### config.mk
export PLATFORM = sky130hd
export DESIGN_NAME = unidade_escrita_registradores_flat
export DESIGN_NICKNAME = d
export VERILOG_FILES = /design/src/rtl/unidade_escrita_registradores_if.sv /design/src/rtl/unidade_escrita_registradores.sv /design/src/flat_wrapper.sv
export SDC_FILE = /design/constraint.sdc
export NUM_CORES = 1
export LEC_CHECK = 0
export BUFFER_PORTS_ARGS = -buffer_cell sky130_fd_sc_hd__buf_2
export CAP_MARGIN = 25
export CORE_ASPECT_RATIO = 1.1
export CORE_MARGIN = 10
export CORE_UTILIZATION = 39
export CTS_BUF_LIST = sky130_fd_sc_hd__clkbuf_16
export CTS_CLUSTER_SIZE = 25
export DETAILED_ROUTE_END_ITERATION = 8
export PLACE_DENSITY_LB_ADDON = 0.05
export SETUP_SLACK_MARGIN = 0.5
export SYNTH_ARGS = -nofsm -noshare
export SYNTH_HDL_FRONTEND = slang
export SYNTH_SLANG_ARGS = --single-unit
### constraint.sdc
create_clock -name clk -period 4.15 [get_ports clk]
set_input_delay 1.0375 -clock clk [delete_from_list [all_inputs] [get_ports clk]]
set_output_delay 1.0375 -clock clk [all_outputs]
set_load 0.005 [all_outputs]
### src/rtl/unidade_escrita_registradores_if.sv
// Bundle of the execute-side offer, the memory return path and the
// register-bank write port of the register writer.
// Offer handshake: an instruction result is taken on a posedge where
// entrada_valida and entrada_pronta are both 1; entrada_valida may be held
// across cycles, and entrada_pronta never depends on entrada_valida.
interface unidade_escrita_registradores_if #(
    parameter int LARGURA = 32
);
    logic               entrada_valida;
    logic               entrada_pronta;
    logic               regwrite_in;
    logic               regdst_in;
    logic [4:0]         rt;
    logic [4:0]         rd;
    logic               memtoreg;
    logic [LARGURA-1:0] resultado_alu;
    logic               memoria_valida;
    logic [LARGURA-1:0] dado_memoria;
    logic               regwrite;
    logic [4:0]         registrador_destino;
    logic [LARGURA-1:0] valorsalvar;
    logic [31:0]        ocupado;
    logic               vazio;
    logic               erro;

    // Producer side: execute stage and memory return path
    modport master (
        output entrada_valida, regwrite_in, regdst_in, rt, rd, memtoreg,
               resultado_alu, memoria_valida, dado_memoria,
        input  entrada_pronta, regwrite, registrador_destino, valorsalvar,
               ocupado, vazio, erro
    );

    // Register writer side
    modport slave (
        input  entrada_valida, regwrite_in, regdst_in, rt, rd, memtoreg,
               resultado_alu, memoria_valida, dado_memoria,
        output entrada_pronta, regwrite, registrador_destino, valorsalvar,
               ocupado, vazio, erro
    );
endinterface

### src/rtl/unidade_escrita_registradores.sv
// Register-file writer: in-order queue of completed instructions, in-order
// fill of pending loads from memory, one registered write per cycle, and a
// pending-write scoreboard (ocupado) for decode hazard detection.
module unidade_escrita_registradores #(
    parameter int PROFUNDIDADE = 4,
    parameter int LARGURA      = 32
) (
    input logic clk,
    input logic reset,
    unidade_escrita_registradores_if.slave bus
);
    localparam int PW = $clog2(PROFUNDIDADE);

    // Queue storage; valida/pronto are reset, payload is not
    logic [4:0]              fila_dest [PROFUNDIDADE];
    logic [LARGURA-1:0]      fila_dado [PROFUNDIDADE];
    logic [PROFUNDIDADE-1:0] fila_valida;
    logic [PROFUNDIDADE-1:0] fila_pronto;
    logic [PW-1:0]           cabeca;
    logic [PW-1:0]           cauda;
    logic [PW:0]             contagem;

    // Registered write port and sticky error
    logic               regwrite_q;
    logic [4:0]         dest_q;
    logic [LARGURA-1:0] valor_q;
    logic               erro_q;

    // Decoded events for this edge
    logic          pronta;
    logic [4:0]    destino;
    logic          aceita;
    logic          empilha;
    logic          retira;
    logic          achou;
    logic [PW-1:0] preench;
    logic [PW-1:0] idx;

    assign pronta  = (contagem < (PW+1)'(PROFUNDIDADE));
    assign destino = bus.regdst_in ? bus.rd : bus.rt;
    assign aceita  = bus.entrada_valida & pronta;
    // Instructions without a real destination are consumed silently
    assign empilha = aceita & bus.regwrite_in & (destino != 5'd0);
    assign retira  = fila_valida[cabeca] & fila_pronto[cabeca];

    // Fill pointer: oldest valid entry still waiting for memory data
    always_comb begin
        achou   = 1'b0;
        preench = '0;
        idx     = '0;
        for (int k = 0; k < PROFUNDIDADE; k++) begin
            idx = cabeca + PW'(k);
            if (!achou && fila_valida[idx] && !fila_pronto[idx]) begin
                achou   = 1'b1;
                preench = idx;
            end
        end
    end

    // Control state: occupancy, pointers, flags, write port, error
    always_ff @(posedge clk or posedge reset) begin
        if (reset) begin
            cabeca      <= '0;
            cauda       <= '0;
            contagem    <= '0;
            fila_valida <= '0;
            fila_pronto <= '0;
            regwrite_q  <= 1'b0;
            dest_q      <= 5'd0;
            valor_q     <= '0;
            erro_q      <= 1'b0;
        end else begin
            if (retira) begin
                fila_valida[cabeca] <= 1'b0;
                cabeca              <= cabeca + PW'(1);
                regwrite_q          <= 1'b1;
                dest_q              <= fila_dest[cabeca];
                valor_q             <= fila_dado[cabeca];
            end else begin
                regwrite_q <= 1'b0;
            end
            if (bus.memoria_valida) begin
                if (achou) begin
                    fila_pronto[preench] <= 1'b1;
                end else begin
                    erro_q <= 1'b1;
                end
            end
            // The tail slot is never the head being popped nor the fill target
            if (empilha) begin
                fila_valida[cauda] <= 1'b1;
                fila_pronto[cauda] <= ~bus.memtoreg;
                cauda              <= cauda + PW'(1);
            end
            contagem <= contagem + {{PW{1'b0}}, empilha} - {{PW{1'b0}}, retira};
        end
    end

    // Payload: destination on push, data on push (ALU) or fill (load)
    always_ff @(posedge clk) begin
        if (bus.memoria_valida && achou) begin
            fila_dado[preench] <= bus.dado_memoria;
        end
        if (empilha) begin
            fila_dest[cauda] <= destino;
            if (!bus.memtoreg) begin
                fila_dado[cauda] <= bus.resultado_alu;
            end
        end
    end

    // Pending-write scoreboard over all valid entries
    always_comb begin
        bus.ocupado = 32'd0;
        for (int i = 0; i < PROFUNDIDADE; i++) begin
            if (fila_valida[i]) begin
                bus.ocupado[fila_dest[i]] = 1'b1;
            end
        end
        bus.ocupado[0] = 1'b0;
    end

    assign bus.entrada_pronta      = pronta;
    assign bus.regwrite            = regwrite_q;
    assign bus.registrador_destino = dest_q;
    assign bus.valorsalvar         = valor_q;
    assign bus.vazio               = (contagem == '0) & ~regwrite_q;
    assign bus.erro                = erro_q;
endmodule

### src/flat_wrapper.sv
// flat-port wrapper written by rule: the top's interface ports become plain ports
module unidade_escrita_registradores_flat 
#(
    parameter int PROFUNDIDADE = 4,
    parameter int LARGURA      = 32
)
  (clk, reset, bus_entrada_valida, bus_regwrite_in, bus_regdst_in, bus_rt, bus_rd, bus_memtoreg, bus_resultado_alu, bus_memoria_valida, bus_dado_memoria, bus_entrada_pronta, bus_regwrite, bus_registrador_destino, bus_valorsalvar, bus_ocupado, bus_vazio, bus_erro);
  unidade_escrita_registradores_if #(.LARGURA(LARGURA)) bus_i ();
  input logic clk;
  input logic reset;
  input wire logic [$bits(bus_i.entrada_valida)-1:0] bus_entrada_valida;
  input wire logic [$bits(bus_i.regwrite_in)-1:0] bus_regwrite_in;
  input wire logic [$bits(bus_i.regdst_in)-1:0] bus_regdst_in;
  input wire logic [$bits(bus_i.rt)-1:0] bus_rt;
  input wire logic [$bits(bus_i.rd)-1:0] bus_rd;
  input wire logic [$bits(bus_i.memtoreg)-1:0] bus_memtoreg;
  input wire logic [$bits(bus_i.resultado_alu)-1:0] bus_resultado_alu;
  input wire logic [$bits(bus_i.memoria_valida)-1:0] bus_memoria_valida;
  input wire logic [$bits(bus_i.dado_memoria)-1:0] bus_dado_memoria;
  output wire logic [$bits(bus_i.entrada_pronta)-1:0] bus_entrada_pronta;
  output wire logic [$bits(bus_i.regwrite)-1:0] bus_regwrite;
  output wire logic [$bits(bus_i.registrador_destino)-1:0] bus_registrador_destino;
  output wire logic [$bits(bus_i.valorsalvar)-1:0] bus_valorsalvar;
  output wire logic [$bits(bus_i.ocupado)-1:0] bus_ocupado;
  output wire logic [$bits(bus_i.vazio)-1:0] bus_vazio;
  output wire logic [$bits(bus_i.erro)-1:0] bus_erro;
  assign bus_i.entrada_valida = bus_entrada_valida;
  assign bus_i.regwrite_in = bus_regwrite_in;
  assign bus_i.regdst_in = bus_regdst_in;
  assign bus_i.rt = bus_rt;
  assign bus_i.rd = bus_rd;
  assign bus_i.memtoreg = bus_memtoreg;
  assign bus_i.resultado_alu = bus_resultado_alu;
  assign bus_i.memoria_valida = bus_memoria_valida;
  assign bus_i.dado_memoria = bus_dado_memoria;
  assign bus_entrada_pronta = bus_i.entrada_pronta;
  assign bus_regwrite = bus_i.regwrite;
  assign bus_registrador_destino = bus_i.registrador_destino;
  assign bus_valorsalvar = bus_i.valorsalvar;
  assign bus_ocupado = bus_i.ocupado;
  assign bus_vazio = bus_i.vazio;
  assign bus_erro = bus_i.erro;
  unidade_escrita_registradores #(.PROFUNDIDADE(PROFUNDIDADE), .LARGURA(LARGURA)) u_core (.clk(clk), .reset(reset), .bus(bus_i));
endmodule
After elaboration in Yosys (flattened, before gate mapping)
Memory sizes are Yosys's and may differ from the RTL's. A register that Yosys moved wholly into a read port is not among the register bits.
Cells that the tools add are included.

storage, ports and cells
  register bits = 17
  bits in writable memories = 148
  bits of input ports = 81
  output and inout bits = 73
  logic and storage cells = 130
  memories kept = 2

cells by class
  add/subtract/negate cells = 6
  magnitude comparators = 18
  multiplexer cells = 57
  bitwise logic cells = 15
  reductions and logical operators = 25

memories
  name              depth  bits a word  rd ports  clocked after Yosys merged registers in  write ports  RTL line                             text
  u_core.fila_dado  4      32           1         1                                        2            unidade_escrita_registradores.sv:16  logic [LARGURA-1:0] fila_dado [PROFUNDIDADE];
  u_core.fila_dest  4      5            5         1                                        1            unidade_escrita_registradores.sv:15  logic [4:0] fila_dest [PROFUNDIDADE];

operator list
  operator                                                           number
  2-to-1 mux 32 bit                                                  4
  OR 32 bit                                                          3
  2-to-1 mux 1 bit                                                   27
  < comparator 5 x 6 -> 1 bit, second input constant                 4
  demux 1 bit (select 5 bit)                                         4
  greater-or-equal comparator 5 x 1 -> 1 bit, second input constant  4
  2-to-1 mux 4 bit                                                   5
  < comparator 2 x 3 -> 1 bit, second input constant                 6
  binary-select mux 1 bit (select 2 bit)                             8
  logical AND 1 bit                                                  15
  2-to-1 mux 2 bit                                                   4
  OR 4 bit                                                           2
  zero test 1 bit                                                    7
  demux 1 bit (select 2 bit)                                         3
  greater-or-equal comparator 2 x 1 -> 1 bit, second input constant  3
  bitwise AND 1 bit                                                  5
  2-to-1 mux 5 bit                                                   1
  nonzero test 5 bit                                                 1
  adder 2 x 1 -> 2 bit, second input constant                        2
  adder 2 bit, second input constant                                 2
  bitwise AND 4 bit                                                  1
  bitwise mux 4 bit                                                  1
  NOT 4 bit                                                          1
  adder 3 x 1 -> 3 bit                                               1
  5 further kinds                                                    7

Longest topological paths before layout
Gate-level depths: netlist (run 1).

  word-level depth = 26
  gate-level depth with buffers = 12
  depth with buffers taken out = 10

Worst setup path before layout (run 1)
Ideal clock, no wire load.

  kind = register -> register
  start point = reg u_core.cabeca[0]
  end point = mem u_core.fila_dado[0][0], enable pin
  setup time = 466 ps
  arrival = 4051 ps
  data required time = 3684 ps
  path slack = -366 ps
  cell stages (with the launch flop) = 9
  buffers on the path = 1
  clock period less this slack = 4516 ps
  cell sequence = dfrtp_1 > buf_4 > inv_1 > ha_1 > mux4_2 > nor2b_1 > nand2_1 > a2bb2oi_1 > o21ai_0

RTL lines
  what                    RTL line                             text
  from (decl)             unidade_escrita_registradores.sv:19  logic [PW-1:0] cabeca;
  from (signal assigned)  unidade_escrita_registradores.sv:75  cabeca <= cabeca + PW'(1);
  to (decl)               unidade_escrita_registradores.sv:16

Worst setup path in the final report (run 1)
  start point = reg u_core.fila_valida[1]
  end point = out bus_ocupado[20]

between the ends
  word-level cells in the longest chain between the ends = 5

RTL lines
  what                               RTL line                              text
  from (decl)                        unidade_escrita_registradores.sv:17   logic [PROFUNDIDADE-1:0] fila_valida;
  from (signal assigned)             unidade_escrita_registradores.sv:66   fila_valida <= '0;
  from (signal, indexed assignment)  unidade_escrita_registradores.sv:74   fila_valida[cabeca] <= 1'b0;
  from (signal, indexed assignment)  unidade_escrita_registradores.sv:91   fila_valida[cauda] <= 1'b1;
  2-to-1 mux 32 bit *                unidade_escrita_registradores.sv:116  if (fila_valida[i]) begin
  OR 32 bit (no line)                --
  2-to-1 mux 32 bit *                unidade_escrita_registradores.sv:116
  OR 32 bit (no line)                --
  2-to-1 mux 32 bit *                unidade_escrita_registradores.sv:116
  to (decl)                          flat_wrapper.sv:24                    output wire logic [$bits(bus_i.ocupado)-1:0] bus_ocupado;

Mark *: on every way between the ends. The rest lies on a longest branch, timed or not.

==> results of run 1 <==
## worst reg2reg max path: stages, from the launching register on
cell	delay [ns]
dfrtp_4	0.58
inv_1	0.20
ha_1	0.42
mux4_2	0.37
nor2b_1	0.16
o21ai_1	0.11
o2bb2ai_1	0.28
o21ai_4	0.64
buf_12	0.26
## layer usage
layer,track usage (%),routed length [um],up-vias
li1,-,-,3117
met1,21.50,12610,3563
met2,28.36,14860,243
met3,3.506,1932,39
met4,4.274,495,0
met5,0,0,-
## synth_stat cells (all sizes together) (3+ instances only)
master,n
a221o,13
nand3b,16
nand2,34
inv,23
a22oi,6
nor2b,6
clkbuf,16
ha,10
o311ai,4
and3,6
edfxtp,148
mux4,41
or3b,8
a21oi,9
nor3b,6
mux2,172
nand3,7
o221ai,16
a32oi,3
nor2,23
and3b,7
o22ai,14
buf,24
o21ai,8
xnor2,4
dfrtp,54
nor3,3
## layout make-up
type                    count  share of cell area [%]
clock buffers              23                   4.518
well taps                 357                   3.507
flip-flops and latches    202                   45.54
multi-input cells         439                   36.85
inverters                  23                  0.6777
repair buffers            175                   7.671
clock inverters            19                   1.218
diodes                      1                 0.01964
## power by group through the flow
| stage | combinational [mW] | clock, mW | sequential [mW] |
|---|---|---|---|
| floorplan | 2.18 | 0 | 3.33 |
| global placement | 3.29 | 0 | 3.39 |
| detailed placement | 3.34 | 0 | 3.43 |
| CTS | 3.35 | 2.02 | 3.39 |
| global route | 3.55 | 2.11 | 3.45 |
| finish | 3.26 | 1.96 | 3.38 |
## kinds of logic after synthesis
| group | Yosys count |
|---|---|
| xor gates and xnor gates | 4 |
| and+or+nand+nor | 123 |
| DFF | 202 |
| AOI/OAI and AO/OA | 85 |
| other | 1 |
| muxes | 215 |
| buffers and inverters | 63 |
| adders and majority gates | 11 |
## through the flow
step | util (%) | power (mW) | instance area (um^2) | TNS [ns] | cells
after floorplan | - | 5.511 | 10760 | -46.73 | 704
after global placement | 44.35 | 6.678 | 11990 | 0 | 1195
after detailed placement | 44.35 | 6.766 | 11990 | 0 | 1195
after CTS | 47.05 | 8.757 | 12720 | 0 | 1237
after global routing | 47.11 | 9.119 | 12740 | 0 | 1239
final | 47.11 | 8.598 | 12740 | 0 | 1239
## final timing paths
check / start / slack, ns / end
min in group asynchronous: reset / 0.57 / u_core.bus.valorsalvar[7]$_DFFE_PP0P_
setup / recovery: u_core.fila_valida[1]$_DFF_PP0_ / 0.68 / bus_ocupado[20]
hold / removal: u_core.bus.valorsalvar[7]$_DFFE_PP0P_ / 0.50 / u_core.bus.valorsalvar[7]$_DFFE_PP0P_
setup reg to reg: u_core.cabeca[0]$_DFFE_PP0P_ / 0.84 / u_core.fila_dado[2][3]$_DFFE_PP_
max in group asynchronous: reset / 2.83 / u_core.cabeca[1]$_DFFE_PP0P_
hold reg to reg: u_core.bus.valorsalvar[7]$_DFFE_PP0P_ / 0.50 / u_core.bus.valorsalvar[7]$_DFFE_PP0P_
## state kept, by name, indices dropped and copies added, names as in the netlist
| name | flops |
|---|---|
| u_core.bus.registrador_destino | 5 |
| u_core.cauda | 2 |
| u_core.bus.erro | 1 |
| u_core.cabeca | 2 |
| u_core.bus.valorsalvar | 32 |
| u_core.contagem | 3 |
| u_core.fila_dado | 128 |
| u_core.fila_valida | 4 |
| u_core.bus.regwrite | 1 |
| u_core.fila_pronto | 4 |
| u_core.fila_dest | 20 |
==> impl_metrics.csv, run 1 <==
group,metric,value,unit
clocking,clk_pin_slew_worst_paths,0.06,ns
clocking,postCtsSetupBuffers,0,
worst_setup_path,cp-end-kind,"output port",
timing,period_minus_slack,3.471,ns
synth,synth_fp_nets,796,
synth,ys_top_cells_by_area,"edfxtp_1 (41%), dfrtp_1 (13%), mux2_2 (12%), mux4_2 (8.6%), mux2_4 (8.2%)",
clocking,cts_hold_buf,0,
synth,synth_flop_cell,"edfxtp_1",
die,die_w,178.3,um
synth,yosys.area_share.simple,6.619,%
clocking,htreeDepth,1,
die,die_h,194.2,um
synth,synth_top_family_by_area,"multiplexers",
drt,via_per_inst,5.619,
worst_setup_path,cp_slowest_cell,"nor3b_1",
worst_setup_path,path_depth,5,
synth,synth_edf_count,148,
drt,first_iter_violations,454,
drt,vias,6962,
layout,area.sequential,0.005801,mm^2
synth,yosysUniqueCellTypes,50,
placed_design,port_buffers,152,
synth,yosysTopAreaCell,"edfxtp_1",
timing,rsz0062_at_grt,"no",
synth,yosysWarnings,0,
synth,yosys.area_share.xor_xnor,0.3257,%
global_route,grt_pass1_wl,45810,um
power_and_ir_drop,power.density,675.0,mW/mm^2
layout,syn_to_final_growth,18.43,%
synth,async_flop_share,26.73,%
clocking,cts_buffer_depth,3,
die,start_util,39.78,%
synth,muxShareOfSynthArea,28.84,%
synth,synth_compound_area_share,6.037,%
timing,fin_worst_skew,0.01049,ns
clocking,cts_made_buffers,23,
power_and_ir_drop,comb_power_share,37.9,%
layout,layout-drive-gt1-share,50.51,%
timing,fin_hold_ws,0.4992,ns
worst_hold_path,hold_depth,1,
worst_setup_path,crit_required,3.11,ns
placed_design,place_ws,0.08737,ns
worst_setup_path,arrival,2.43,ns
drt,routed_wl,29890,um
layout,multi_input_area,0.004695,mm^2
power_and_ir_drop,internal_power,5.738,mW
worst_setup_path,reg2regPathDepth,8,
timing,slew_violations,0,
layout,final_common_cell,"buf_2",
worst_setup_path,slowest_delay,0.74,ns
die,die_area,0.03463,mm^2
drt,ant_nets,0,
worst_setup_path,crit_family,"simple AND/OR/NAND/NOR gates",
power_and_ir_drop,pwr-share-clk,22.8,%
synth,yosysTopAreaCellShare,41.32,%
global_route,grt_max_degree,39,
clocking,cts_resized,0,
timing,period_share,83.64,%
drt,firstDrtPassIters,6,
layout,num-nets-final,956,
drt,wl_per_cell,24.13,um
clocking,clock_sinks,202,
power_and_ir_drop,leakage,5.198,nW
worst_setup_path,critPathBufInv,2,
synth,yosysSeqAreaShare,53.88,%
synth,synthAdderAreaFrac,1.349,%
clocking,cts_tree,"done",
worst_setup_path,crit_fanout,9,
power_and_ir_drop,p_sw,2.861,mW
worst_setup_path,cp-start-kind,"flip-flop",
power_and_ir_drop,ir_drop,341.2,uV
die,boundaryPins,154,
timing,relSlewSlack,43.59,%
run_status,status,"finished clean",
timing,setup-violations-final,0,
power_and_ir_drop,seq_power_share,39.3,%
worst_hold_path,holdCritPathClass,"reg -> reg",
timing,hold_viol_final,0,
global_route,overflow,0,
layout,layout_common_cells,"buf_2 (152), edfxtp_1 (148), mux2_2 (113), mux2_4 (59), dfrtp_1 (52)",
layout,fillCellCount,2441,
power_and_ir_drop,switching_share,33.27,%
synth,syn_inst,704,
drt,drc,0,
synth,synth_area_per_cell,15.28,um^2
placed_design,gp_congestion,0.8560,
die,fp-row-count,63,
global_route,grt_pass1_vias,7551,
die,coreArea,0.02704,mm^2
timing,worst_pin_slew,0.8443,ns
worst_setup_path,cp_cell_sequence,"nor3b_1, buf_4, a22oi_1, o221ai_1, buf_2",
clocking,cts_root_buffer,"clkbuf_16",
timing,fin_ws,0.6791,ns
placed_design,place_hpwl,20670,um
clocking,clk_latency,0.52,ns
global_route,grt_usage,16.85,%
synth,syn_area,0.01076,mm^2
global_route,antenna_found_initial,1,
worst_setup_path,worstSetupPathType,"reg -> out",
timing,fmax,0.2881,GHz
synth,synth-seq-cells,202,
job,cap_violations,0,
No activity file was read; power rests on OpenSTA's default activity.
==> run 2: changes to the inputs <==
Settings changed: ABC_AREA set to 1.
Clock period 4.15 ns to 3.2 ns, I/O delays scaled along.
==> impl_metrics.csv, run 2 <==
group,metric,value,unit
clocking,clk_latency,0.52,ns
layout,num-nets-final,1437,
synth,async_flop_share,26.73,%
placed_design,port_buffers,152,
drt,wl_met2,16250,um
power_and_ir_drop,p_sw,4.235,mW
synth,yosysTopAreaCellShare,42.22,%
power_and_ir_drop,power.density,828.8,mW/mm^2
worst_setup_path,worstSetupPathType,"reg -> out",
timing,setup-violations-final,0,
timing,hold_viol_final,0,
synth,syn_area,0.01053,mm^2
die,coreArea,0.02680,mm^2
synth,synth_fp_nets,1248,
layout,layout-drive-gt1-share,25.77,%
global_route,grt_usage,18.84,%
layout,top_register,"u_core.fila_dado",
worst_setup_path,cp_slowest_cell,"edfxtp_1",
worst_setup_path,critPathBufInv,2,
synth,synth_most_common_cell,"nand2_1",
power_and_ir_drop,seq_power_share,37.0,%
timing,fmax,0.3692,GHz
clocking,cts_made_buffers,24,
power_and_ir_drop,leakage,5.634,nW
timing,period_share,84.65,%
worst_setup_path,slowest_delay,0.56,ns
layout,antennaDiodeCount,0,
global_route,antenna_found_initial,0,
drt,via_per_inst,5.291,
die,die_area,0.03397,mm^2
die,die_h,192.3,um
clocking,cts_root_buffer,"clkbuf_16",
timing,fin_hold_ws,0.3989,ns
clocking,clk_pin_slew_worst_paths,0.06,ns
drt,ant_nets,0,
synth,yosysTopAreaCell,"edfxtp_1",
timing,fin_tns_setup,0,ns
job,cap_violations,0,
drt,drt-met1-wl,14350,um
timing,fin_worst_skew,0.01144,ns
worst_setup_path,cp-end-kind,"output port",
worst_setup_path,path_depth,5,
layout,fillCellCount,2614,
worst_setup_path,crit_required,2.40,ns
global_route,grt_pass1_wl,50700,um
run_status,status,"finished clean",
power_and_ir_drop,pwr-share-clk,24.3,%
layout,layout_common_cells,"nand2_1 (192), nor2_1 (177), buf_2 (152), edfxtp_1 (148), o21ai_0 (125)",
placed_design,place_hpwl,22020,um
worst_setup_path,cp-start-kind,"flip-flop",
layout,multi_input_area,0.004342,mm^2
layout,final_common_cell,"nand2_1",
drt,vias,9095,
synth,yosysWarnings,0,
drt,dr_wl_met3,2162,um
worst_setup_path,crit_family,"flip-flops",
drt,wl_per_cell,19.38,um
power_and_ir_drop,internal_power,6.656,mW
worst_setup_path,reg2regPathDepth,11,
worst_setup_path,cp_cell_sequence,"buf_4, nor3_4, a21oi_1, o221ai_1, buf_2",
synth,synth_area_per_cell,9.107,um^2
die,fp-row-count,63,
clocking,clock_sinks,202,
global_route,grt_pass1_vias,8774,
synth,ys_top_cells_by_area,"edfxtp_1 (42%), dfrtp_1 (13%), nand2_1 (7.1%), nor2_1 (6.3%), o21ai_0 (6.0%)",
synth,yosysSeqAreaShare,55.05,%
die,boundaryPins,154,
worst_hold_path,holdCritPathClass,"in -> async",
drt,routed_wl,33310,um
clocking,cts_buffer_depth,3,
layout,largest_reg_flops,128,
timing,rsz0062_at_grt,"yes",
timing,period_minus_slack,2.709,ns
timing,slew_violations,0,
drt,highest_layer,"met4",
global_route,overflow,0,
worst_setup_path,crit_fanout,7,
die,start_util,39.28,%
synth,yosysUniqueCellTypes,39,
timing,worst_pin_slew,0.9561,ns
timing,relSlewSlack,36.26,%
clocking,htreeDepth,1,
drt,firstDrtPassIters,7,
worst_setup_path,arrival,1.91,ns
clocking,cts_hold_buf,0,
synth,synth_top_cells_by_count,"nand2_1 (199), nor2_1 (178), edfxtp_1 (148), o21ai_0 (127), inv_1 (90)",
clocking,cts_tree,"done",
global_route,grt_max_degree,83,
synth,syn_inst,1156,
synth,synth_flop_cell,"edfxtp_1",
layout,area.sequential,0.005801,mm^2
die,die_w,176.7,um
synth,synth-seq-cells,202,
synth,synth_edf_count,148,
placed_design,gp_congestion,0.9206,
power_and_ir_drop,comb_power_share,38.7,%
power_and_ir_drop,ir_drop,583.3,uV
drt,drc,0,
layout,syn_to_final_growth,24.82,%
drt,first_iter_violations,766,
power_and_ir_drop,switching_share,38.89,%
[run 2: changes by cell type after synthesis, sizes merged, moves of 35 or more]
cell	change
a31oi	+35
inv	+69
mux4	-41
nand2	+170
nor2	+157
mux2	-171
o21ai	+201
[run 2: worst paths after layout]
path / startpoint / endpoint / slack (ns)
max: u_core.fila_dest[0][3]$_DFFE_PP_ / bus_ocupado[16] / 0.49
min: reset / u_core.bus.valorsalvar[3]$_DFFE_PP0P_ / 0.40
max reg2reg: u_core.cabeca[0]$_DFFE_PP0P_ / u_core.fila_dado[3][10]$_DFFE_PP_ / 0.67
min reg2reg: u_core.bus.erro$_DFFE_PP0P_ / u_core.bus.erro$_DFFE_PP0P_ / 0.48
max in group asynchronous: reset / u_core.fila_pronto[2]$_DFF_PP0_ / 2.13
min in group clk: u_core.bus.erro$_DFFE_PP0P_ / u_core.bus.erro$_DFFE_PP0P_ / 0.48
[run 2: layout make-up]
type | instances | share of cell area [%]
clock buffers | 25 | 4.761
repair buffers | 226 | 10.94
inverters | 92 | 2.742
clock inverters | 18 | 0.9712
well taps | 357 | 3.399
multi-input cells | 799 | 33.04
flip-flops and latches | 202 | 44.14
[run 2: routing by layer]
metal	vias up	track usage [%]
li1	4432	-
met1	4283	24.03
met2	328	32.68
met3	52	3.523
met4	0	3.882
met5	-	0
[run 2: stage by stage]
| step | util, % | instances | cell area [um^2] | setup slack (ns) | power, mW |
|---|---|---|---|---|---|
| 3_3_place_gp | 43.47 | 1632 | 11650 | 0.4002 | 8.067 |
| 4_1_cts | 46.68 | 1680 | 12510 | 0.4430 | 10.80 |
| 3_5_place_dp | 43.47 | 1632 | 11650 | 0.3309 | 8.090 |
| 5_1_grt | 49.03 | 1719 | 13140 | 0.3941 | 11.67 |
| 6_report | 49.03 | 1719 | 13140 | 0.4911 | 10.89 |
| 2_1_floorplan | - | 1156 | 10560 | 0.5483 | 6.566 |
[run 2: power groups by stage]
stage	combinational, mW	clock (mW)	sequential, mW
global placement	4.01	0	4.05
floorplan	2.58	0	3.99
CTS	4.07	2.71	4.02
global route	4.74	2.82	4.10
finish	4.22	2.65	4.03
detailed placement	4.03	0	4.06
[run 2: cells by family after synthesis]
family	Yosys count	synth area share, %
simple gates	460	18.04
compound gates	320	17.67
flops	202	55.05
buf+inv	156	7.250
fa+ha+maj	11	1.379
xor+xnor	4	0.3328
mux	2	0.2377
other cells	1	0.03562
[run 2: what timing repair did]
item,4_1_cts,5_1_grt
pin swaps,1,10
endpoints found under the setup margin,31,143
setup buffers,5,37
cloned,0,2
gates resized for setup,17,82
